### src/rtl/axis_in_gather_pkg.sv
// Shared types and sizing helpers for the column gatherer.
package axis_in_gather_pkg;

    // Gatherer control states: take columns, fill with zero columns, present word.
    typedef enum logic [1:0] {
        COLLECT = 2'd0,
        PAD     = 2'd1,
        HOLD    = 2'd2
    } state_e;

    // Default geometry used when the block is built stand-alone.
    localparam int DEF_ROWS       = 2;
    localparam int DEF_COLS       = 4;
    localparam int DEF_WORD_WIDTH = 8;

    // Column counter width for the default geometry (counts 0..COLS).
    localparam int CNT_W = $clog2(DEF_COLS + 1);

    // Column counter width for an arbitrary column count.
    function automatic int cnt_width(input int cols);
        return $clog2(cols + 1);
    endfunction

endpackage

### src/rtl/axis_in_gather.sv
// Column gatherer: packs COLS single-column beats into one COLS x ROWS word.
// The first column of a group ends up at index COLS-1; short packets are
// zero-padded so their first column is still left-aligned.
module axis_in_gather
    import axis_in_gather_pkg::*;
#(
    parameter int ROWS       = DEF_ROWS,
    parameter int COLS       = DEF_COLS,
    parameter int WORD_WIDTH = DEF_WORD_WIDTH
) (
    input  logic                                         aclk,
    input  logic                                         rst,
    input  logic                                         s_valid,
    output logic                                         s_ready,
    input  logic [ROWS-1:0][WORD_WIDTH-1:0]              s_data,
    input  logic                                         s_last,
    output logic                                         m_valid,
    input  logic                                         m_ready,
    output logic [COLS-1:0][ROWS-1:0][WORD_WIDTH-1:0]    m_data,
    output logic [COLS-1:0]                              m_col_valid,
    output logic                                         m_last
);

    localparam int CW = cnt_width(COLS);

    typedef logic [COLS-1:0][ROWS-1:0][WORD_WIDTH-1:0] word_t;

    state_e          state_q, state_d;
    logic [CW-1:0]   cnt_q, cnt_d;
    word_t           shreg_q, shreg_d;
    logic [COLS-1:0] vmask_q, vmask_d;
    logic            last_q, last_d;
    logic            s_ready_q, m_valid_q, m_last_q;

    // Next-state logic: shift columns in at index 0, pad short groups, hold the word.
    always_comb begin
        state_d = state_q;
        cnt_d   = cnt_q;
        shreg_d = shreg_q;
        vmask_d = vmask_q;
        last_d  = last_q;
        case (state_q)
            COLLECT: begin
                // s_ready is registered high in this state, so s_valid alone is the handshake.
                if (s_valid) begin
                    shreg_d = {shreg_q[COLS-2:0], s_data};
                    vmask_d = {vmask_q[COLS-2:0], 1'b1};
                    if (cnt_q == CW'(COLS - 1)) begin
                        state_d = HOLD;
                        last_d  = s_last;
                        cnt_d   = '0;
                    end else if (s_last) begin
                        state_d = PAD;
                        last_d  = 1'b1;
                        cnt_d   = cnt_q + CW'(1);
                    end else begin
                        cnt_d   = cnt_q + CW'(1);
                    end
                end
            end
            PAD: begin
                // Push zero columns until the group is COLS wide.
                shreg_d = {shreg_q[COLS-2:0], {(ROWS*WORD_WIDTH){1'b0}}};
                vmask_d = {vmask_q[COLS-2:0], 1'b0};
                if (cnt_q == CW'(COLS - 1)) begin
                    state_d = HOLD;
                    cnt_d   = '0;
                end else begin
                    cnt_d   = cnt_q + CW'(1);
                end
            end
            HOLD: begin
                if (m_ready) begin
                    state_d = COLLECT;
                    vmask_d = '0;
                    last_d  = 1'b0;
                end
            end
            default: begin
                state_d = COLLECT;
                cnt_d   = '0;
            end
        endcase
    end

    // State and registered handshake outputs; reset drops any partial group.
    always_ff @(posedge aclk) begin
        if (rst) begin
            state_q   <= COLLECT;
            cnt_q     <= '0;
            shreg_q   <= '0;
            vmask_q   <= '0;
            last_q    <= 1'b0;
            s_ready_q <= 1'b1;
            m_valid_q <= 1'b0;
            m_last_q  <= 1'b0;
        end else begin
            state_q   <= state_d;
            cnt_q     <= cnt_d;
            shreg_q   <= shreg_d;
            vmask_q   <= vmask_d;
            last_q    <= last_d;
            s_ready_q <= (state_d == COLLECT);
            m_valid_q <= (state_d == HOLD);
            m_last_q  <= (state_d == HOLD) && last_d;
        end
    end

    assign s_ready     = s_ready_q;
    assign m_valid     = m_valid_q;
    assign m_last      = m_last_q;
    assign m_data      = shreg_q;
    assign m_col_valid = vmask_q;

endmodule
### config.mk
export PLATFORM = sky130hd
export DESIGN_NAME = axis_in_gather
export DESIGN_NICKNAME = d
export VERILOG_FILES = /design/src/rtl/axis_in_gather_pkg.sv /design/src/rtl/axis_in_gather.sv
export SDC_FILE = /design/constraint.sdc
export NUM_CORES = 1
export LEC_CHECK = 0
export CORE_ASPECT_RATIO = 1.4
export CORE_UTILIZATION = 30
export CTS_CLUSTER_SIZE = 40
export DETAILED_ROUTE_END_ITERATION = 7
export HOLD_SLACK_MARGIN = 0.1
export PLACE_DENSITY = 0.58
export SETUP_SLACK_MARGIN = 0.1
export SLEW_MARGIN = 15
export SYNTH_ARGS = -nofsm -noshare
export SYNTH_HDL_FRONTEND = slang
export SYNTH_SLANG_ARGS = --single-unit
### constraint.sdc
create_clock -name aclk -period 3.5 [get_ports aclk]
set_clock_uncertainty 0.1 [all_clocks]
set_input_delay 0.7 -clock aclk [delete_from_list [all_inputs] [get_ports aclk]]
set_output_delay 0.7 -clock aclk [all_outputs]
set_load 0.01 [all_outputs]
; Yosys cells after proc, flatten, opt, wreduce, memory -nomap -nowiden
; Index checks and enable logic that the tools add are counted.
[op_classes]
n_reduce_logical = 8
n_bitwise = 1
n_eq_ne = 6
muxes = 19
addsub = 1
[ops]
columns = operator, n
row1 = one-hot mux 64 bit (2 select lines), 1
row2 = two-way mux 64 bit, 1
row3 = one-hot mux 4 bit (3 select lines), 1
row4 = two-way mux 2 bit, 5
row5 = one-hot mux 3 bit (3 select lines), 1
row6 = two-way mux 4 bit, 2
row7 = two-way mux 3 bit, 2
row8 = one-hot mux 2 bit (3 select lines), 1
row9 = "equality test 2 bit, second input constant", 2
row10 = zero test 2 bit, 2
row11 = two-way mux 1 bit, 4
row12 = "inequality test 2 bit, second input constant", 2
row13 = AND reduction 2 bit, 2
row14 = "adder 3 x 1 -> 3 bit, second input constant", 1
row15 = "equality test 3 x 2 -> 1 bit, second input constant", 1
row16 = AND reduction 3 bit, 1
row17 = nonzero test 3 bit, 1
row18 = "equality test 2 x 1 -> 1 bit, second input constant", 1
row19 = one-hot mux 1 bit (2 select lines), 1
row20 = nonzero test 2 bit, 1
row21 = logical AND 1 bit, 1
row22 = NOT 1 bit, 1
[totals]
register_bits = 77
inputBits = 21
wordCells = 50
output_inout_bits = 71

; Logic depth before layout (Yosys ltp)
[depth]
ltp_word = 6
ltp_mapped = 8
depth_no_buf = 6

; Least setup slack after synthesis
; OpenSTA, ideal clock, no wires.
[synth_path]
path_type = reg-to-reg
start = register state_q[1]
end = register shreg_q (netlist bit m_data[24])
t_arrival_ps = 1504
period_less_slack_ps = 1736
path_buffers = 3
path_slack_ps = 1764
setup_time_ps = 132
stages_incl_launch_ff = 9
path_cell_list = dfxtp_1 > inv_1 > ha_1 > buf_4 > mux2_1 > buf_4 > buf_2 > nand2_1 > a21oi_1
[synth_between]
elab_chain_len = 3
[synth_rtl]
columns = item, line
row1 = start: declaration, axis_in_gather.sv:28  ; state_e state_q, state_d;
row2 = start signal: assignment, axis_in_gather.sv:98  ; state_q <= state_d;
row3 = equality test 2 x 1 -> 1 bit / zero test 2 bit (equally long branches), axis_in_gather.sv:42  ; case (state_q)
row4 = nonzero test 2 bit (no source line) / inequality test 2 bit (equally long branches), n/a
row5 = AND reduction 2 bit (no source line), n/a
row6 = end signal: assignment, axis_in_gather.sv:100  ; shreg_q <= shreg_d;
row7 = end: declaration, axis_in_gather.sv:30  ; word_t shreg_q, shreg_d;
; Several ways; a longest one is shown, not always the timed one.
; A chain may end at the register's enable or synchronous reset.

; Worst setup path after layout
[layout_path]
start = register state_q[1]
end = register shreg_q (netlist bit m_data[50])
; The elaborated chain is that of the path after synthesis.

==> qor.yml <==
yosys:
  ys_seq_area_frac: 0.470
  synth_cells: 398
  synth.area.mux_share: 0.0133
  synth_area_sq_um: 3280
  synth-edff-count: 0
  synthArstFlopShare: 0
  ys_warn_count: 0
  syn_area_per_cell_sq_um: 8.25
  synth_compound_area_frac: 0.128
  synth_top_family_by_area: "simple AND/OR/NAND/NOR gates"
  synth.distinct_cells: 33
  synth-xor-area-share: 0
  synthFlopType: "dfxtp_1"
  syn_nets: 424
  synth-seq-cells: 77
  synth-simple-area-share: 0.218
  synth-adder-area-share: 0.0191
cts:
  clk_path_buf_depth: 2
  cts.sinks: 77
  numCtsBuffers: 9
  post_cts_buffers: 0
  clk_latency_ns: 0.33
  cts_tree: "done"
  hold_buffers: 0
  cts_root_buf: "clkbuf_16"
  postCtsResizedCells: 0
  cts.htree.levels: 3
  clkTransAtPathRegs_ns: 0.06
sta:
  fin_crit_sh: 0.690
  relSlewSlack: 0.486
  final-max-slew-violation-count: 0
  grt_setup_unrepaired: "false"
  min_period_ns: 2.42
  max_freq_mhz: 414
  final-setup-viol-count: 0
  hold_violations: 0
  setup_tns_ns: 0
  worstMarginPinSlew_ns: 0.771
power_and_ir_drop:
  totalPowerFinal_mw: 2.12
  p_per_area_nw_per_um2: 505
  peakVddDrop_mv: 0.210
  p_leak_nw: 1.43
worst_setup_path:
  critPathMaxFanout: 23
  worst_setup_path_end_kind: "register"
  path_class: "reg2reg"
  worstRegToRegCells: 6
  critical_path.startpoint_type: "register"
  max_stage_delay_ns: 0.69
  required_ns: 3.65
  crit_arrival_ns: 2.56
  crit_chain: "inv_1, ha_1, mux2i_4, buf_4, nand2_1, a21oi_1"
  slowest_stage: "mux2i_4"
min_path:
  whs_path_depth: 2
  hold_path_class: "reg2reg"
detailed_routing:
  post_drt_wl_per_cell_um: 12.9
  dr.pass1.iters: 5
  ant_nets: 0
  viasPerCell: 4.42
  drt_iter0_drc: 159
  dr_total_vias: 2531
  routed_wirelength_um: 7410
  drc: 0
final_layout:
  drive_gt1_frac: 0.0506
  area_growth_pct: 27.8
  final_core_util: 0.399
  n_antenna_cell: 0
  nFillCells: 1053
  final_nets: 458
global_route:
  grt_pass1_vias: 2352
  grt_overflow: 0
  track_usage: 0.136
  grt_max_degree: 73
  antenna_found_initial: 0
  grt_pass1_wl_um: 12200
floorplanning:
  start_util: 0.312
  die_h_um: 126
  num_rows: 44
  core_region_area_sq_um: 10500
  dieArea_sq_um: 11400
  pin_count: 92
  die_w_um: 90.4
status:
  status: "complete, no violations"
job:
  maxCapViolCount: 0
placement:
  place_congestion: 0.744
  portBuffers: 91
  dp_hpwl_um: 4930
[layer usage]
metal	routed length [um]	GRT usage
met5	0	0
met1	3520	0.175
met3	247	0.0242
met2	3460	0.215
met4	180	0.0806
[critical path: cells and delay by family (launching register included)]
kind                     cells  cell delay (ns)
multiplexers                 1             0.69
buffers and inverters        2             0.46
flip-flops                   1             0.42
adder cells (fa/ha/maj)      1             0.44
AND/OR/NAND/NOR              1             0.08
AO/OA/AOI/OAI                1             0.13
[synth_stat cells, types with 2 or more instances]
cell type	instances	area, sq um
ha_1	5	62.6
nand2b_1	2	12.5
nor2b_1	3	18.8
nand3b_1	17	128
buf_2	8	40.0
inv_1	2	7.51
buf_4	52	390
nand2_1	117	439
a211oi_1	2	15.0
a22oi_1	2	15.0
clkbuf_1	10	37.5
a21oi_1	68	340
nor2_1	10	37.5
buf_6	2	22.5
nor3b_1	2	15.0
dfxtp_1	77	1540
nand3_1	3	15.0
[power breakdown]
part	total [mW]	internal (mW)	switching (mW)
clock	0.888	0.562	0.326
combinational	0.285	0.131	0.154
sequential	0.947	0.916	0.0304
total	2.12	1.61	0.510
[registers in the layout (all words and copies together) (netlist names)]
register	cells
s_ready	1
m_last	1
m_data	64
m_valid	1
m_col_valid	4
state_q	2
cnt_q	3
last_q	1
[metrics by stage]
step / cells / cell area, sq um / hold WS [ns] / setup WS, ns
final: 573 / 4190 / 0.351 / 1.08
after global routing: 573 / 4190 / 0.373 / 0.792
after CTS: 573 / 4190 / 0.353 / 1.03
after detailed placement: 559 / 3910 / 0.345 / 0.803
after global placement: 559 / 3910 / 0.338 / 0.863
after floorplan: 398 / 3280 / 0.345 / 1.76
[logic make-up (layout without fill, tap and decap cells)]
kind of cell / Yosys count / after routing
buffers and inverters: 74 / 111
AOI/OAI and AO/OA: 78 / 78
muxes: 3 / 3
DFF: 77 / 77
and+or+nand+nor: 161 / 161
adders and majority gates: 5 / 5
[layout by cell type, fill, tap and decap left out, types with 2 or more instances in the layout]
| cell type | instances |
|---|---|
| a211oi_1 | 2 |
| clkbuf_1 | 2 |
| a21oi_1 | 68 |
| nand2_1 | 117 |
| nor2_1 | 10 |
| a22oi_1 | 2 |
| clkdlybuf4s50_1 | 90 |
| nor2b_1 | 3 |
| nor3b_1 | 2 |
| clkbuf_16 | 9 |
| nand3b_1 | 17 |
| nand3_1 | 3 |
| buf_4 | 3 |
| nand2b_1 | 2 |
| dfxtp_1 | 77 |
| inv_1 | 2 |
| ha_1 | 5 |
[final cells by class]
type                            count  area [sq um]  share of cell area
Clock inverter                      2          35.0             0.00835
Timing Repair Buffer               95           948               0.226
Clock buffer                       12           246              0.0588
Tap cell                          138           173              0.0412
Multi-Input combinational cell    247          1240               0.296
Sequential cell                    77          1540               0.368
Inverter                            2          7.51             0.00179
[path summary, 6_finish.rpt]
check	from	to	slack, ns
max	state_q[1]	m_data[50]	1.08
min	m_data[56]	m_data[56]	0.35
max reg2reg	state_q[1]	m_data[50]	1.08
min reg2reg	m_data[56]	m_data[56]	0.35
No activity file was read; power rests on OpenSTA's default activity.
